[src/rtl/pose_match_scorer_pkg.sv]
// Shared types and default raster geometry for the pose scoring path.
package pose_score_pkg;

    localparam int H_ACT_DEF = 640;
    localparam int V_ACT_DEF = 480;

    typedef enum logic [1:0] {
        MISS    = 2'd0,
        GOOD    = 2'd1,
        PERFECT = 2'd2
    } grade_e;

    typedef enum logic [1:0] {
        ST_IDLE    = 2'd0,
        ST_COLLECT = 2'd1,
        ST_LATCH   = 2'd2,
        ST_EVAL    = 2'd3
    } state_e;

endpackage

[src/rtl/pose_match_scorer_pixel_tally.sv]
// Per-frame pixel class counters: polygon area, foreground inside, foreground outside.
module pixel_tally #(
    parameter int CNT_W = 19
) (
    input  logic             clk,
    input  logic             reset,
    input  logic             clr,
    input  logic             en,
    input  logic             in_polygon,
    input  logic             bg_pixel,
    output logic [CNT_W-1:0] poly_cnt,
    output logic [CNT_W-1:0] fill_cnt,
    output logic [CNT_W-1:0] spill_cnt
);

    logic fg;
    logic poly_inc;
    logic fill_inc;
    logic spill_inc;

    assign fg        = ~bg_pixel;
    assign poly_inc  = en & in_polygon;
    assign fill_inc  = en & in_polygon & fg;
    assign spill_inc = en & ~in_polygon & fg;

    // A clear restarts the tally from the current pixel so the frame's first pixel is kept.
    always_ff @(posedge clk or negedge reset) begin
        if (!reset) begin
            poly_cnt  <= '0;
            fill_cnt  <= '0;
            spill_cnt <= '0;
        end else if (clr) begin
            poly_cnt  <= CNT_W'(poly_inc);
            fill_cnt  <= CNT_W'(fill_inc);
            spill_cnt <= CNT_W'(spill_inc);
        end else if (en) begin
            poly_cnt  <= poly_cnt  + CNT_W'(poly_inc);
            fill_cnt  <= fill_cnt  + CNT_W'(fill_inc);
            spill_cnt <= spill_cnt + CNT_W'(spill_inc);
        end
    end

endmodule

[src/rtl/pose_match_scorer.sv]
// End-of-frame pose judge: tallies pixel classes, grades fill/spill ratios, tracks combo.
module pose_match_scorer
    import pose_score_pkg::*;
#(
    parameter int H_ACT       = H_ACT_DEF,
    parameter int V_ACT       = V_ACT_DEF,
    parameter int CNT_W       = 19,
    parameter int PERFECT_PCT = 90,
    parameter int GOOD_PCT    = 70,
    parameter int SPILL_PCT   = 20
) (
    input  logic             clk,
    input  logic             reset,
    input  logic             DE,
    input  logic [9:0]       x_pixel,
    input  logic [9:0]       y_pixel,
    input  logic             in_polygon,
    input  logic             bg_pixel,
    input  logic             judge_en,
    output logic             score_valid,
    output grade_e           grade,
    output logic [CNT_W-1:0] fill_cnt,
    output logic [CNT_W-1:0] spill_cnt,
    output logic [CNT_W-1:0] poly_cnt,
    output logic [7:0]       combo,
    output logic             busy
);

    localparam int PROD_W = CNT_W + 7;

    function automatic logic [7:0] sat_inc8(input logic [7:0] v);
        return (v == 8'hFF) ? v : v + 8'd1;
    endfunction

    function automatic grade_e grade_of(input logic poly_nz, input logic spill_ok,
                                        input logic [PROD_W-1:0] a,
                                        input logic [PROD_W-1:0] p,
                                        input logic [PROD_W-1:0] g);
        if (poly_nz && spill_ok && a >= p)
            return PERFECT;
        else if (poly_nz && spill_ok && a >= g)
            return GOOD;
        return MISS;
    endfunction

    state_e           state;
    state_e           state_nxt;
    logic             tally_clr;
    logic             tally_en;
    logic             first_px;
    logic             last_px;
    logic [CNT_W-1:0] poly_t;
    logic [CNT_W-1:0] fill_t;
    logic [CNT_W-1:0] spill_t;

    logic [PROD_W-1:0] a_p1;
    logic [PROD_W-1:0] p_p1;
    logic [PROD_W-1:0] g_p1;
    logic [PROD_W-1:0] s_p1;
    logic [PROD_W-1:0] t_p1;
    logic              spill_ok_p2;
    grade_e            grade_p2;

    assign first_px = DE && (x_pixel == 10'd0) && (y_pixel == 10'd0);
    assign last_px  = DE && (x_pixel == 10'(H_ACT - 1)) && (y_pixel == 10'(V_ACT - 1));
    assign busy     = (state != ST_IDLE);

    pixel_tally #(.CNT_W(CNT_W)) u_tally (
        .clk        (clk),
        .reset      (reset),
        .clr        (tally_clr),
        .en         (tally_en),
        .in_polygon (in_polygon),
        .bg_pixel   (bg_pixel),
        .poly_cnt   (poly_t),
        .fill_cnt   (fill_t),
        .spill_cnt  (spill_t)
    );

    always_comb begin
        state_nxt = state;
        tally_clr = 1'b0;
        tally_en  = 1'b0;
        case (state)
            ST_IDLE: begin
                if (judge_en && first_px) begin
                    state_nxt = ST_COLLECT;
                    tally_clr = 1'b1;
                    tally_en  = 1'b1;
                end
            end
            ST_COLLECT: begin
                if (!judge_en) begin
                    state_nxt = ST_IDLE;
                end else begin
                    tally_en = DE;
                    if (last_px)
                        state_nxt = ST_LATCH;
                end
            end
            ST_LATCH: state_nxt = ST_EVAL;
            ST_EVAL:  state_nxt = ST_IDLE;
            default:  state_nxt = ST_IDLE;
        endcase
    end

    // Stage p1: ratio tests become integer compares of scaled products.
    always_ff @(posedge clk) begin
        if (state == ST_LATCH) begin
            a_p1 <= PROD_W'(fill_t) * PROD_W'(100);
            p_p1 <= PROD_W'(poly_t) * PROD_W'(PERFECT_PCT);
            g_p1 <= PROD_W'(poly_t) * PROD_W'(GOOD_PCT);
            s_p1 <= PROD_W'(spill_t) * PROD_W'(100);
            t_p1 <= (PROD_W'(fill_t) + PROD_W'(spill_t)) * PROD_W'(SPILL_PCT);
        end
    end

    // Stage p2: compare and grade, registered into the outputs on the EVAL edge.
    assign spill_ok_p2 = (s_p1 <= t_p1);
    assign grade_p2    = grade_of(poly_t != '0, spill_ok_p2, a_p1, p_p1, g_p1);

    always_ff @(posedge clk or negedge reset) begin
        if (!reset) begin
            state       <= ST_IDLE;
            score_valid <= 1'b0;
            grade       <= MISS;
            fill_cnt    <= '0;
            spill_cnt   <= '0;
            poly_cnt    <= '0;
            combo       <= 8'd0;
        end else begin
            state       <= state_nxt;
            score_valid <= (state == ST_EVAL);
            if (state == ST_EVAL) begin
                grade     <= grade_p2;
                fill_cnt  <= fill_t;
                spill_cnt <= spill_t;
                poly_cnt  <= poly_t;
                combo     <= (grade_p2 == MISS) ? 8'd0 : sat_inc8(combo);
            end else if (state == ST_IDLE && !judge_en) begin
                combo <= 8'd0;
            end
        end
    end

endmodule

[config.mk]
export PLATFORM = sky130hd
export DESIGN_NAME = pose_match_scorer
export DESIGN_NICKNAME = d
export VERILOG_FILES = /design/src/rtl/pose_match_scorer_pkg.sv /design/src/rtl/pose_match_scorer_pixel_tally.sv /design/src/rtl/pose_match_scorer.sv
export SDC_FILE = /design/constraint.sdc
export NUM_CORES = 1
export LEC_CHECK = 0
export CAP_MARGIN = 10
export CORE_ASPECT_RATIO = 0.5
export CORE_MARGIN = 1.5
export CORE_UTILIZATION = 35
export CTS_CLUSTER_DIAMETER = 40
export DETAILED_ROUTE_END_ITERATION = 8
export GPL_ROUTABILITY_DRIVEN = 0
export PLACE_DENSITY = 0.58
export SLEW_MARGIN = 20
export SYNTH_ARGS = -nofsm -noshare
export SYNTH_HDL_FRONTEND = slang
export SYNTH_SLANG_ARGS = --single-unit
[constraint.sdc]
create_clock -name clk -period 8.7 [get_ports clk]
set_input_delay 2.175 -clock clk [delete_from_list [all_inputs] [get_ports clk]]
set_output_delay 2.175 -clock clk [all_outputs]
set_load 0.01 [all_outputs]
==> impl_metrics.tcl, run 1 <==
set metrics [dict create \
    synth_cell_types 62 \
    seq_area_frac_synth_pct 33.4 \
    crit_start "DE" \
    dpl.hpwl_um 33800 \
    postCtsHoldBufs 0 \
    antenna_found_initial 0 \
    ir_worst_vdd_mv 0.0944 \
    viasPerCell 4.69 \
    syn_nets 2568 \
    p_per_area_nw_per_um2 116 \
    die_y_um 173 \
    num_antenna_cells 0 \
    power_mw 2.72 \
    drv_slew 0 \
    r2r_setup_slack_ns 3.28 \
    cts_buffer_depth 3 \
    die_area_um2 59600 \
    crit_path_end_kind "flip-flop" \
    hp-class "reg -> reg" \
    drv_cap 0 \
    synth_top_area_share_pct 22.6 \
    grt_pass1_wl_um 71000 \
    ys_top_cells_by_area "ha_1 23%, edfxtp_1 18%, dfrtp_1 16%" \
    cts_max_level 2 \
    power.leakage_nw 11.6 \
    avgRoutedWirePerCell_um 14.0 \
    drtIter0Drc 566 \
    synth_area_per_cell_um2 9.69 \
    clock_sinks 247 \
    yosys_warnings 0 \
    r2r-start "u_tally.spill_cnt[0]" \
    clock.fmax_mhz 174 \
    grt_max_degree 109 \
    outcome "complete, no violations" \
    crit_fanout 3 \
    grt_util_all_layers_pct 14.6 \
    placementRows 62 \
    power.share.switching_pct 20.3 \
    worstSetupStartpointType "input pin" \
    setup_viol_count_final 0 \
    ys_ff_latch 247 \
    pwr-share-clk_pct 54.0 \
    area_delta_synth_final_pct 15.3 \
    syn_inst 2098 \
    synth_flop_cell "dfrtp_1" \
    clock_skew_ns 0.0235 \
    combPwrFrac_pct 1.1 \
    clkTransAtPathRegs_ns 0.05 \
    final_hold_viol_count 0 \
    power.internal_mw 2.17 \
    period_share_pct 66.1 \
    cts_root_buffer "clkbuf_16" \
    fin_setup_tns_ns 0 \
    cts_tree "done" \
    pwr-share-seq_pct 44.9 \
    grt-ovfl-total 0 \
    vias 14100 \
    io_buffers 94 \
    drc_errors 0 \
    ctsResizeCount 0 \
    r2r-end "t_p1[22]" \
    routed_wirelength_um 42300 \
    synth-edff-count 120 \
    crit_path_end "u_tally.poly_cnt[18]" \
    tightest_slew_ns 1.15 \
    maxSlewHeadroom_pct 22.6 \
    final_nets 2685 \
    rsz0062_at_grt "false" \
    r2r_cells 22 \
    io_pins 95 \
    die_w_um 344 \
    synthArstFlopShare_pct 51.4 \
    min_period_ns 5.75 \
    syn-cell-area_um2 20300 \
    drtAntennaViolNets 0 \
    cts_setup_buffers 0 \
    clk_latency_ns 0.53 \
    drive_gt1_share_pct 4.46 \
    p_switching_uw 553 \
    grt_pass1_vias 14400 \
    required_ns 9.08 \
    firstDrtPassIters 5 \
    initial_utilization_pct 35.4 \
    core-area_um2 57400 \
    critical_path_arrival_ns 6.13 \
    crit_type "in -> reg" \
    cts_buffers 37 \
    yosysTopAreaCell "ha_1" \
]
[cell families after synthesis]
family / synth area share, %
fa+ha+maj: 30.2
mux: 0.659
simple gates: 10.3
buf+inv: 7.93
flops: 33.4
xor+xnor: 6.42
compound gates: 11.1
[final cells by class]
| class | count | area, um2 |
|---|---|---|
| clock buffers | 43 | 988 |
| clock inverters | 24 | 244 |
| fillers | 5580 | 34000 |
| inverters | 406 | 1520 |
| multi-input cells | 1424 | 12000 |
| flip-flops and latches | 247 | 6780 |
| well taps | 768 | 961 |
| repair buffers | 99 | 980 |
[critical path, cell delays in order]
cell and delay [ns]:
clkdlybuf4s50_1 0.47, nand2b_1 0.05, nor4_1 0.87, nand3_1 0.24, nor3_2 0.32, nor2_1 0.16
nor2b_1 0.14, ha_1 0.19, ha_1 0.17, and3_1 0.24, nand2_1 0.12, nor2_1 0.22
nand3_1 0.18, nor2_1 0.25, nand3_1 0.13, xnor2_1 0.15, nor2_1 0.05
[flip-flops by register name, indices dropped and copies added (netlist names), named ones only]
signal and cells:
g_p1 25, p_p1 24, u_tally.fill_cnt 19, a_p1 24
spill_cnt 19, poly_cnt 19, fill_cnt 19, s_p1 24
t_p1 23, combo 8, u_tally.spill_cnt 19, score_valid 1
state 1, grade 2, u_tally.poly_cnt 19
[cell usage after synthesis (all sizes together) (15+ instances only)]
library cell	number
clkbuf	16
xnor2	119
a211oi	15
inv	406
a21oi	109
nor2b	21
nand4	19
dfrtp	127
edfxtp	120
fa	77
nand2	129
a21o	44
nor3	26
ha	367
xor2	30
nand2b	20
nand3	38
o21ai	107
nor2	159
[layer usage]
layer  part of all wire, %  track usage, %  wire length, um
met5                     0               0                0
met1                    48            19.3            20500
met3                   2.3            1.88              954
met4                   2.5            4.50             1050
met2                    47            24.9            19800
[power groups by stage]
stage | registers, mW | clock network, mW | logic [mW]
2_1_floorplan | 1.24 | 0 | 0.00322
3_3_place_gp | 1.24 | 0 | 0.0309
3_5_place_dp | 1.24 | 0 | 0.0310
4_1_cts | 1.22 | 1.51 | 0.0311
5_1_grt | 1.22 | 1.56 | 0.0342
6_report | 1.22 | 1.47 | 0.0301
[how the worst min path moves through the flow]
stage / startpoint / end / slack (ns) / cells past startpoint
floorplan: state[0] / state[0] / 0.49 / 1
global placement: poly_cnt[1] / poly_cnt[1] / 0.46 / 2
detailed placement: poly_cnt[8] / poly_cnt[8] / 0.47 / 2
CTS: fill_cnt[11] / fill_cnt[11] / 0.48 / 2
global route: spill_cnt[14] / spill_cnt[14] / 0.51 / 2
finish: poly_cnt[8] / poly_cnt[8] / 0.47 / 2
[placed cells by master (no fill, tap or decap), types with 30 or more instances in the layout]
| master | n |
|---|---|
| inv_1 | 406 |
| ha_1 | 367 |
| nor2_1 | 159 |
| nand2_1 | 128 |
| dfrtp_1 | 127 |
| edfxtp_1 | 120 |
| xnor2_1 | 119 |
| a21oi_1 | 107 |
| o21ai_0 | 101 |
| clkdlybuf4s50_1 | 93 |
| fa_1 | 77 |
| a21o_1 | 44 |
| nand3_1 | 38 |
| clkbuf_16 | 37 |
| xor2_1 | 30 |
[through the flow]
step,cells,hold slack (ns),setup slack [ns],area (um2),utilization (%)
after floorplan,2098,0.486,2.34,20300,-
after global placement,2944,0.463,2.45,22200,38.7
after detailed placement,2944,0.470,2.41,22200,38.7
after CTS,3011,0.482,2.95,23400,40.8
after global routing,3011,0.505,2.69,23400,40.8
final,3011,0.475,2.95,23400,40.8
(Power assumes the default switching activity.)
==> run 2: changes to the inputs <==
==> constraint.sdc (replaced) <==
create_clock -name clk -period 5.9 [get_ports clk]
set_input_delay 1.475 -clock clk [delete_from_list [all_inputs] [get_ports clk]]
set_output_delay 1.475 -clock clk [all_outputs]
set_load 0.01 [all_outputs]
==> run 2 against run 1 <==
Sequential power up 48%. Sequential share of layout area decreased by 0.12 points. Non-clock buffer count grew 4. Die area unchanged. Cell count grew 0.30%. Global-route usage grew 0.20 points. Core utilization rose by 0.18 points. Largest cell class unchanged. Total power rose by 49%. Combinational power grew 47%.
==> impl_metrics.tcl, run 2 (synthesis results as in run 1) <==
set metrics [dict create \
    outcome "complete, no violations" \
    min_period_ns 5.38 \
    clock_sinks 247 \
    placementRows 62 \
    cts_buffers 39 \
    num_antenna_cells 0 \
    crit_fanout 7 \
    setup_ws_ns 0.523 \
    tightest_slew_ns 1.11 \
    final_cell_mix "406 x inv_1, 367 x ha_1, 159 x nor2_1" \
    avgRoutedWirePerCell_um 14.1 \
    die_w_um 344 \
    postCtsHoldBufs 0 \
    final_common_cell "inv_1" \
    drv_slew 0 \
    crit_path_end_kind "flip-flop" \
    hp-class "reg -> reg" \
    design_area_um2 23500 \
    grt_max_degree 108 \
    r2r-start "u_tally.spill_cnt[0]" \
    r2r_cells 22 \
    required_ns 6.18 \
    rsz0062_at_grt "false" \
    dp.cells 2947 \
    whs_endpoint "spill_cnt[14]" \
    firstDrtPassIters 4 \
    whs_path_depth 2 \
    clock.fmax_mhz 186 \
    ir_worst_vdd_mv 0.175 \
    io_buffers 94 \
    r2r_setup_slack_ns 0.52 \
    dpl.hpwl_um 34200 \
    top_register "g_p1" \
    cts_root_buffer "clkbuf_16" \
    clk_latency_ns 0.54 \
    pwr-share-clk_pct 54.5 \
    p_switching_uw 892 \
    ctsResizeCount 0 \
    setup_viol_count_final 0 \
    pwr-share-seq_pct 44.4 \
    power_mw 4.05 \
    initial_utilization_pct 35.4 \
    holdCritStartpoint "spill_cnt[14]" \
    die_y_um 173 \
    clock_skew_ns 0.0200 \
    cts_tree "done" \
    multi_input_area_um2 12000 \
    grt_pass1_vias 14600 \
    core-area_um2 57400 \
    antenna_found_initial 0 \
    period_share_pct 91.1 \
    worstSetupStartpointType "flip-flop" \
    crit_type "reg -> reg" \
    area_delta_synth_final_pct 15.8 \
    post_dp_cell_area_um2 22200 \
    final_nets 2691 \
    routed_wirelength_um 42700 \
    post-route-util_pct 41.0 \
    die_area_um2 59600 \
    drtIter0Drc 537 \
    viasPerCell 4.68 \
    clkTransAtPathRegs_ns 0.06 \
    maxSlewHeadroom_pct 25.1 \
    cts_setup_buffers 0 \
    fin_setup_tns_ns 0 \
    hold_slack_ns 0.475 \
    critical_path_arrival_ns 5.65 \
    combPwrFrac_pct 1.1 \
    grt-ovfl-total 0 \
    power.share.switching_pct 22.0 \
    largest_reg_flops 25 \
    power.internal_mw 3.16 \
    ff_latch_area_um2 6780 \
    cts_buffer_depth 3 \
    place_ws_ns 0.628 \
    p_per_area_nw_per_um2 172 \
    drc_errors 0 \
    final_hold_viol_count 0 \
    vias 14100 \
    power.leakage_nw 11.6 \
    drtAntennaViolNets 0 \
    drive_gt1_share_pct 4.84 \
    grt_util_all_layers_pct 14.8 \
    r2r-end "t_p1[22]" \
    io_pins 95 \
    layout.cells.non_filler 3020 \
    drv_cap 0 \
    cts_max_level 2 \
    grt_pass1_wl_um 72300 \
    fillers 5620 \
]
## run 2: worst max path at each step
stage / startpoint / end / slack, ns / depth (start not counted)
final: u_tally.spill_cnt[0] / t_p1[22] / 0.52 / 22
after global routing: u_tally.fill_cnt[0] / t_p1[20] / 0.07 / 23
after CTS: u_tally.spill_cnt[0] / t_p1[22] / 0.58 / 22
after detailed placement: u_tally.spill_cnt[0] / t_p1[22] / 0.63 / 22
after global placement: u_tally.spill_cnt[0] / t_p1[22] / 0.72 / 22
after floorplan: u_tally.spill_cnt[0] / t_p1[20] / 1.29 / 23
## run 2: layout make-up
type / instances / share of cell area, %
multi-input cells: 1424 / 50.8
flip-flops and latches: 247 / 28.8
inverters: 406 / 6.47
clock buffers: 49 / 4.66
repair buffers: 103 / 4.38
well taps: 768 / 4.08
clock inverters: 23 / 0.797
## run 2: worst max-delay path, cell delays in order, from the launching register on
cell and delay, ns:
dfrtp_1 0.49, ha_1 0.26, inv_1 0.07, fa_1 0.40, nor2b_1 0.13, o21ai_1 0.07
a21boi_0 0.30, o21ai_1 0.17, a21oi_1 0.23, a21o_1 0.15, a21o_1 0.15, xor2_1 0.23
ha_1 0.27, ha_1 0.37, a21o_1 0.18, a21o_1 0.18, a21oi_1 0.34, nor2_1 0.09
a221o_1 0.32, a221oi_2 0.34, nand2b_1 0.09, a21oi_1 0.18, xnor2_1 0.08
## run 2: per-layer routing
layer	up-vias	share of wire, %	global-route usage (%)
li1	7309	-	-
met1	6669	48	19.6
met2	115	47	25.3
met3	49	2.6	2.08
met4	0	2.2	3.98
met5	-	0	0
## run 2: power by group through the flow
stage	logic (mW)	clock network, mW	registers (mW)
2_1_floorplan	0.00475	0	1.83
3_3_place_gp	0.0456	0	1.83
3_5_place_dp	0.0459	0	1.83
4_1_cts	0.0463	2.26	1.80
5_1_grt	0.0502	2.35	1.80
6_report	0.0443	2.21	1.80
==> run 3: changes to the inputs <==
--- a/config.mk
+++ b/config.mk
@@ -8,11 +8,11 @@
 export CAP_MARGIN = 10
 export CORE_ASPECT_RATIO = 0.5
 export CORE_MARGIN = 1.5
-export CORE_UTILIZATION = 35
+export CORE_UTILIZATION = 45
 export CTS_CLUSTER_DIAMETER = 40
 export DETAILED_ROUTE_END_ITERATION = 8
 export GPL_ROUTABILITY_DRIVEN = 0
-export PLACE_DENSITY = 0.58
+export PLACE_DENSITY = 0.69
 export SLEW_MARGIN = 20
 export SYNTH_ARGS = -nofsm -noshare
 export SYNTH_HDL_FRONTEND = slang
==> run 3 against run 2 <==
Register-to-register slack better by 0.06 ns. Via count rose by 0.28%. Critical endpoint is now t_p1[20]. Largest cell class unchanged. Highest routed layer unchanged. Combinational power rose by 0.9%. Critical path type unchanged.
==> impl_metrics.tcl, run 3 (synthesis results as in run 1) <==
set metrics [dict create \
    holdCritStartpoint "poly_cnt[0]" \
    area_delta_synth_final_pct 13.4 \
    r2r-end "t_p1[20]" \
    final_nets 2680 \
    cts_root_buffer "clkbuf_16" \
    ctsResizeCount 0 \
    top_layer "met4" \
    clkTransAtPathRegs_ns 0.06 \
    worstSetupStartpointType "flip-flop" \
    hp-class "reg -> reg" \
    top_register "g_p1" \
    fin_setup_tns_ns 0 \
    crit_fanout 7 \
    crit_slowest_cell "dfrtp_1" \
    critPathBufInv 1 \
    ir_worst_vdd_mv 0.211 \
    maxSlewHeadroom_pct 27.8 \
    tightest_slew_ns 1.07 \
    largest_reg_flops 25 \
    crit_path_end_kind "flip-flop" \
    critPathMostFrequentCell "a21o_1" \
    firstDrtPassIters 5 \
    grt_pass1_vias 14300 \
    grt_pass1_wl_um 70800 \
    final_cell_mix "406 x inv_1, 367 x ha_1, 159 x nor2_1" \
    path_cells "ha_1, inv_1, fa_1, nor2b_1, o21ai_1, a21boi_0, o21ai_1, a21oi_1, a21o_1, a21o_1, xor2_1, ha_1, ha_1, a21o_1, a21o_1, a21oi_1, nor2_1, a221o_1, o21ai_0, nand2_1, and2_1, o21ai_0, a21boi_0" \
    vias 14200 \
    whs_path_depth 2 \
    grt_util_all_layers_pct 18.5 \
    io_buffers 94 \
    wl_met3_um 1220 \
    power.leakage_nw 11.5 \
    cpPeakStageDelay_ns 0.49 \
    required_ns 6.21 \
    met2WireLength_um 19300 \
    cts_tree "done" \
    outcome "complete, no violations" \
    grt_max_degree 108 \
    min_period_ns 5.32 \
    r2r-start "u_tally.fill_cnt[0]" \
    avgRoutedWirePerCell_um 14.8 \
    core-area_um2 44100 \
    clock.fmax_mhz 188 \
    crit_type "reg -> reg" \
    setup_viol_count_final 0 \
    routed_wirelength_um 41700 \
    clock_skew_ns 0.0158 \
    dpl.hpwl_um 33000 \
    cts_max_level 1 \
    initial_utilization_pct 46.1 \
    power_mw 3.74 \
    rsz0062_at_grt "false" \
    placementRows 54 \
    antenna_found_initial 0 \
    wl_met1_um 20400 \
    p_per_area_nw_per_um2 162 \
    postCtsHoldBufs 0 \
    crit_start "u_tally.fill_cnt[0]" \
    final_hold_viol_count 0 \
    clk_latency_ns 0.57 \
    cts_setup_buffers 0 \
    r2r_setup_slack_ns 0.58 \
    critical_path_arrival_ns 5.62 \
    die_y_um 153 \
    r2r_cells 23 \
    drv_slew 0 \
    final_common_cell "inv_1" \
    grt-ovfl-total 0 \
    die_w_um 304 \
    drive_gt1_share_pct 4.12 \
    cts_buffer_depth 3 \
    period_share_pct 90.1 \
    drtIter0Drc 778 \
    io_pins 95 \
    cpLargestDelayFamily "compound AO/OA/AOI/OAI gates" \
    viasPerCell 5.02 \
    drc_errors 0 \
    die_area_um2 46500 \
    whs_endpoint "poly_cnt[0]" \
    drv_cap 0 \
    cts_buffers 31 \
    clock_sinks 247 \
    drtAntennaViolNets 0 \
]
## run 3: cell types whose count changed in the layout (fill, tap and decap cells not counted), sizes merged
cell	before	now
clkinv	11	8
diode	0	1
clkinvlp	5	0
buf	10	7
bufinv	0	1
clkbuf	49	41
## run 3: worst register-to-register path: cells and delay by family, from the launching register on
| kind | cells | cell delay [ns] |
|---|---|---|
| compound gates | 13 | 2.47 |
| xor+xnor | 1 | 0.23 |
| fa+ha+maj | 4 | 1.33 |
| buf+inv | 1 | 0.07 |
| flops | 1 | 0.49 |
| simple gates | 4 | 0.48 |
## run 3: how the worst max path moves through the flow
stage | end | slack (ns) | cells after the start
5_1_grt | t_p1[20] | 0.18 | 23
4_1_cts | t_p1[22] | 0.62 | 22
6_report | t_p1[20] | 0.58 | 23
2_1_floorplan | t_p1[20] | 1.29 | 23
3_3_place_gp | t_p1[22] | 0.80 | 22
3_5_place_dp | t_p1[22] | 0.64 | 22
## run 3: layer usage
metal  up-vias  global-route usage (%)
li1       7291                       -
met1      6696                    25.7
met2       154                    30.8
met3        41                    2.46
met4         0                    3.94
met5         -                       0
## run 3: area by class of cell
type / count / area [um2]
fill: 3909 / 21000
inverter: 406 / 1520
sequential: 247 / 6780
clock buffer: 41 / 897
multi-input combinational: 1424 / 12000
timing repair buffer: 100 / 1000
clock inverter: 16 / 155
tap: 588 / 736
antenna: 1 / 2.50
## run 3: through the flow
step	worst slack, ns	instance area, um2	hold slack (ns)	instances	utilization (%)
floorplan	1.29	20300	0.503	2098	-
global placement	0.798	22000	0.461	2765	49.9
detailed placement	0.645	22000	0.469	2765	49.9
CTS	0.622	23000	0.482	2822	52.3
global route	0.181	23000	0.511	2822	52.3
finish	0.583	23100	0.477	2823	52.3
## run 3: power by group
part	switching [mW]	internal (mW)	total, mW
sequential	0.00111	1.80	1.80
combinational	0.0259	0.0187	0.0447
clock	0.766	1.13	1.90
total	0.793	2.94	3.74
